### config.mk
export PLATFORM = sky130hd
export DESIGN_NAME = tank_pressure_sensor
export DESIGN_NICKNAME = d
export VERILOG_FILES = /design/src/rtl/tank_pressure_sensor.sv
export SDC_FILE = /design/constraint.sdc
export NUM_CORES = 1
export LEC_CHECK = 0
export BUFFER_PORTS_ARGS = -buffer_cell sky130_fd_sc_hd__buf_2
export CORE_MARGIN = 1
export CORE_UTILIZATION = 53
export DETAILED_ROUTE_END_ITERATION = 10
export PLACE_DENSITY = 0.85
export SLEW_MARGIN = 10
export SYNTH_ARGS = -nofsm -noshare
export SYNTH_HDL_FRONTEND = slang
export SYNTH_SLANG_ARGS = --single-unit
### constraint.sdc
create_clock -name i_clk -period 3.42 [get_ports i_clk]
set_input_delay 0.684 -clock i_clk [delete_from_list [all_inputs] [get_ports i_clk]]
set_output_delay 0.684 -clock i_clk [all_outputs]
set_load 0.01 [all_outputs]
### src/rtl/tank_pressure_sensor.sv
// Tank plant model and conditioned pressure switches PA/PB/PMB for the compressor alternator.
// Each Tick updates pressure and re-evaluates the zone; a zone must persist SETTLE Ticks before it commits.
module tank_pressure_sensor #(
    parameter int WIDTH  = 10,
    parameter int P_MAX  = 1023,
    parameter int P_INIT = 500,
    parameter int FILL   = 8,
    parameter int TH_A   = 800,
    parameter int TH_B   = 400,
    parameter int TH_MB  = 200,
    parameter int HYST   = 16,
    parameter int SETTLE = 4
) (
    input  logic             i_clk,
    input  logic             i_reset,
    input  logic             i_tick,
    input  logic             i_c1,
    input  logic             i_c2,
    input  logic             i_c3,
    input  logic [3:0]       i_demand,
    output logic             o_pa,
    output logic             o_pb,
    output logic             o_pmb,
    output logic [WIDTH-1:0] o_pressure,
    output logic             o_busy
);

    localparam int SW = WIDTH + 3;
    localparam int CW = (SETTLE < 2) ? 1 : $clog2(SETTLE + 1);

    localparam logic [WIDTH-1:0] L_P_INIT  = WIDTH'(P_INIT);
    localparam logic [WIDTH-1:0] L_P_MAX   = WIDTH'(P_MAX);
    localparam logic [WIDTH-1:0] L_A_ENTER = WIDTH'(TH_A);
    localparam logic [WIDTH-1:0] L_A_EXIT  = WIDTH'(TH_A - HYST);
    localparam logic [WIDTH-1:0] L_B_ENTER = WIDTH'(TH_B);
    localparam logic [WIDTH-1:0] L_B_EXIT  = WIDTH'(TH_B + HYST);
    localparam logic [WIDTH-1:0] L_MB_ENTER = WIDTH'(TH_MB);
    localparam logic [WIDTH-1:0] L_MB_EXIT  = WIDTH'(TH_MB + HYST);

    // One-hot: bit1=HIGH, bit2=LOW, bit3=VERYLOW drive the outputs directly
    typedef enum logic [3:0] {
        Z_NORMAL  = 4'b0001,
        Z_HIGH    = 4'b0010,
        Z_LOW     = 4'b0100,
        Z_VERYLOW = 4'b1000
    } zone_t;

    logic [WIDTH-1:0] r_pressure;
    zone_t            r_zone;
    zone_t            r_prev_cand;
    logic [CW-1:0]    r_cnt;
    logic             r_busy;

    logic [1:0]       w_ncomp;
    logic [SW-1:0]    w_sum;
    logic [WIDTH-1:0] w_p_next;
    zone_t            w_cand;
    logic [CW-1:0]    w_cnt_inc;

    // Two's-complement sum in WIDTH+3 bits; MSB set means the tank would go negative
    always_comb begin
        w_ncomp = {1'b0, i_c1} + {1'b0, i_c2} + {1'b0, i_c3};
        w_sum   = {3'b000, r_pressure}
                + SW'(FILL) * {{(SW-2){1'b0}}, w_ncomp}
                - {{(SW-4){1'b0}}, i_demand};
        if (w_sum[SW-1])
            w_p_next = '0;
        else if (w_sum > {3'b000, L_P_MAX})
            w_p_next = L_P_MAX;
        else
            w_p_next = w_sum[WIDTH-1:0];
    end

    always_comb begin
        w_cand = r_zone;
        unique case (r_zone)
            Z_NORMAL: begin
                if (r_pressure >= L_A_ENTER)      w_cand = Z_HIGH;
                else if (r_pressure < L_B_ENTER)  w_cand = Z_LOW;
                else                              w_cand = Z_NORMAL;
            end
            Z_HIGH:    w_cand = (r_pressure < L_A_EXIT) ? Z_NORMAL : Z_HIGH;
            Z_LOW: begin
                if (r_pressure < L_MB_ENTER)      w_cand = Z_VERYLOW;
                else if (r_pressure >= L_B_EXIT)  w_cand = Z_NORMAL;
                else                              w_cand = Z_LOW;
            end
            Z_VERYLOW: w_cand = (r_pressure >= L_MB_EXIT) ? Z_LOW : Z_VERYLOW;
            default:   w_cand = Z_NORMAL;
        endcase
        w_cnt_inc = (w_cand != r_prev_cand) ? CW'(1) : r_cnt + CW'(1);
    end

    always_ff @(posedge i_clk) begin
        if (i_reset) begin
            r_pressure  <= L_P_INIT;
            r_zone      <= Z_NORMAL;
            r_prev_cand <= Z_NORMAL;
            r_cnt       <= '0;
            r_busy      <= 1'b0;
        end else if (i_tick) begin
            r_pressure  <= w_p_next;
            r_prev_cand <= w_cand;
            if (w_cand == r_zone) begin
                r_cnt  <= '0;
                r_busy <= 1'b0;
            end else if (w_cnt_inc >= CW'(SETTLE)) begin
                r_zone <= w_cand;
                r_cnt  <= '0;
                r_busy <= 1'b0;
            end else begin
                r_cnt  <= w_cnt_inc;
                r_busy <= 1'b1;
            end
        end
    end

    assign o_pa       = r_zone[1];
    assign o_pb       = r_zone[2];
    assign o_pmb      = r_zone[3];
    assign o_pressure = r_pressure;
    assign o_busy     = r_busy;

endmodule

==> impl_metrics.ini <==
[routing]
num_vias = 1738
drcViolationCount = 0
wl_per_cell_um = 13.8
viasPerCell = 5.72
antenna_left = 0
dr.pass1.iters = 4
drt-initial-drc-count = 106
routed_wl_mm = 4.19

[grt]
grt_pass1_wl_mm = 7.16
grt_pass1_vias = 1636
grt_max_degree = 25
grt-ovfl-total = 0
antenna_found_initial = 0
grt.total_usage_pct = 22.4

[logic_synthesis]
ys_warn_count = 0
ys_types = 55
synth_area_leaders = dfxtp_1 (23%), ha_1 (15%), inv_1 (5.2%), nor2_1 (4.7%), o21ai_0 (4.1%)
synth_edf_count = 0
ys.flop_type = dfxtp_1
synth_top_area_share_pct = 22.8
synthCells = 231
syn_avg_cell_area_um2 = 8.36
ys_async_sr_fraction_pct = 0
yosys.area.top_type = dfxtp_1
synthesis.nets = 267
yosysSeqAreaShare_pct = 22.8
netlist_area_mm2 = 0.00193
synth-seq-cells = 22

[worst_setup_path]
worst-r2r-setup-slack_ps = 550
critPathMaxFanout = 10
reg2reg_depth = 9
crit_start = i_c1
rr_endpoint = r_zone[2]$_SDFFE_PP0P_
worst_path_max_delay_cell = fa_1
path_class = input pin to flop
arrival_ps = 3470
worstPathRequired_ps = 3620
crit_path_end_kind = flop
cp_cell_sequence = buf_2, inv_1, fa_1, inv_1, fa_1, ha_1, nor2b_1, o21ai_1, a21boi_0, o21ai_1, nand2_1, a31oi_4, o21ai_0
regToRegStartpoint = o_pressure[6]$_SDFFE_PP1P_
slowest_delay_ps = 530
cp-start-kind = input pin

[layout]
fillers = 297
multi_input_area_mm2 = 0.00136
mostFrequentLayoutCell = inv_1
drive_gt1_share_pct = 19.8
nNetsFinal = 295
syn_to_final_growth_pct = 12.9
layout_common_cells = inv_1 (27), nor2_1 (24), ha_1 (23), buf_2 (23), dfxtp_1 (22)
design_area_mm2 = 0.00218
register_area_um2 = 440
diodes = 0

[die]
floorplan.initialDensity_pct = 56.5
die-area_mm2 = 0.00389
rows = 21
die_width_um = 62.4
die_h_um = 62.4
design.core.area_mm2 = 0.00342
ios = 24

[power_and_ir_drop]
clkPwrFrac_pct = 10.6
power_density_mw_per_mm2 = 887
switching_share_pct = 48.0
ir_drop_v = 0.000696
power_frac_comb_pct = 68.5
pwr-share-seq_pct = 20.9
p_int_mw = 1.01
leakage_nw = 1.04
switchingPower_mw = 0.928

[cts]
path_clk_slew_ps = 130
clockBufferDepth = 2
root_buffer = clkbuf_4
cts_tree = built
cts-htree-levels = 1
numCtsBuffers = 3
hold_buffers = 0
clock_latency_ps = 310
cts_sinks = 22

[sta]
slew_violations = 0
setup_violations = 0
slew_headroom_pct = 51.0
tightest_slew_ps = 725
finalCriticalPeriod_ps = 3270
grt_setup_unrepaired = true
worst_hold_slack_ps = 507
fmax_ghz = 0.305
timing.final.crit_share_pct = 95.7
hold_viol = 0
clock_skew_ps = 5.39

[hold_path]
min_from = r_cnt[1]$_SDFFE_PP0P_
hold_path.class = flop to flop
hold-path-cell-count = 1
holdPathEnd = r_cnt[1]$_SDFFE_PP0P_

[placed_design]
place_area_mm2 = 0.00212
place_congestion = 0.962
hpwlAfterDp_mm = 3.17
io_buffers = 23

[status]
status = finished clean

[flow_run]
maxCapViolCount = 0
## metrics by stage
| step | total power, mW | utilization, % | setup WS (ps) | TNS [ps] | instances |
|---|---|---|---|---|---|
| 2_1_floorplan | 1.33 | - | 19.3 | 0 | 231 |
| 3_3_place_gp | 1.67 | 62.2 | -246 | -2380 | 300 |
| 3_5_place_dp | 1.70 | 62.2 | -360 | -3340 | 300 |
| 4_1_cts | 1.91 | 63.7 | 46.6 | 0 | 304 |
| 5_1_grt | 2.10 | 63.8 | -5.20 | -5.20 | 304 |
| 6_report | 1.93 | 63.8 | 147 | 0 | 304 |
## flip-flops by register name (all words and copies together) (netlist names)
signal       flops
o_busy           1
o_pressure      10
r_zone           4
r_cnt            3
r_prev_cand      4
## what timing repair did
action / CTS / global route
pin swaps: 0 / 1
resized for setup: 1 / 2
setup endpoints to repair: 8 / 10
buffers inserted: 0 / 0
## synthesized netlist by cell type (2+ instances only)
cell / count
a21oi_1: 13
inv_1: 27
a21o_1: 4
a31oi_1: 2
o21ai_0: 16
dfxtp_1: 22
nor3_1: 4
xor2_1: 4
clkbuf_1: 3
mux2_2: 3
xnor2_1: 6
nor4b_1: 3
and3_1: 2
fa_1: 3
a211oi_1: 2
and2b_1: 2
nor2b_1: 4
a22o_1: 2
nand2_1: 10
o21a_1: 2
buf_4: 3
o31ai_1: 5
a21boi_0: 4
nor3b_1: 2
ha_1: 23
nand3_1: 6
nor2_1: 24
and2_1: 3
## cell type report
type | count | area share, %
Clock buffer | 3 | 1.03
Clock inverter | 1 | 1.38
Inverter | 27 | 4.65
Multi-Input combinational cell | 175 | 62.4
Sequential cell | 22 | 20.2
Tap cell | 46 | 2.64
Timing Repair Buffer | 30 | 7.69
## critical path: cells and delay by family
family          cells  cell delay, ps
compound gates      5            1070
fa+ha+maj           3            1280
buf+inv             3             160
simple gates        2             270
## how the worst max path moves through the flow
stage	endpoint	cells past startpoint
after global routing	o_pressure[2]$_SDFFE_PP1P_	13
after CTS	o_pressure[7]$_SDFFE_PP1P_	13
final	o_pressure[2]$_SDFFE_PP1P_	13
after detailed placement	o_pressure[7]$_SDFFE_PP1P_	13
after floorplan	o_pressure[9]$_SDFFE_PP0P_	11
after global placement	o_pressure[2]$_SDFFE_PP1P_	13
## routing by layer
| metal | up-vias | wire, um | GRT usage (%) |
|---|---|---|---|
| li1 | 869 | - | - |
| met4 | 0 | 51 | 7.56 |
| met1 | 809 | 2030 | 31.2 |
| met5 | - | 0 | 0 |
| met3 | 7 | 210 | 1.65 |
| met2 | 53 | 1900 | 36.4 |
## cell families after synthesis
group / share of synthesized area, %
xor gates and xnor gates: 4.54
and+or+nand+nor: 21.3
DFF: 22.8
AOI/OAI and AO/OA: 23.4
adders and majority gates: 18.0
muxes: 2.27
buffers and inverters: 7.71
## power groups by stage
stage               clock (mW)  sequential (mW)  combinational [mW]
floorplan                    0            0.425               0.908
global placement             0            0.407                1.26
detailed placement           0            0.409                1.29
CTS                      0.208            0.403                1.30
global route             0.216            0.413                1.47
finish                   0.204            0.405                1.32
Power figures use the tool's default switching activity.
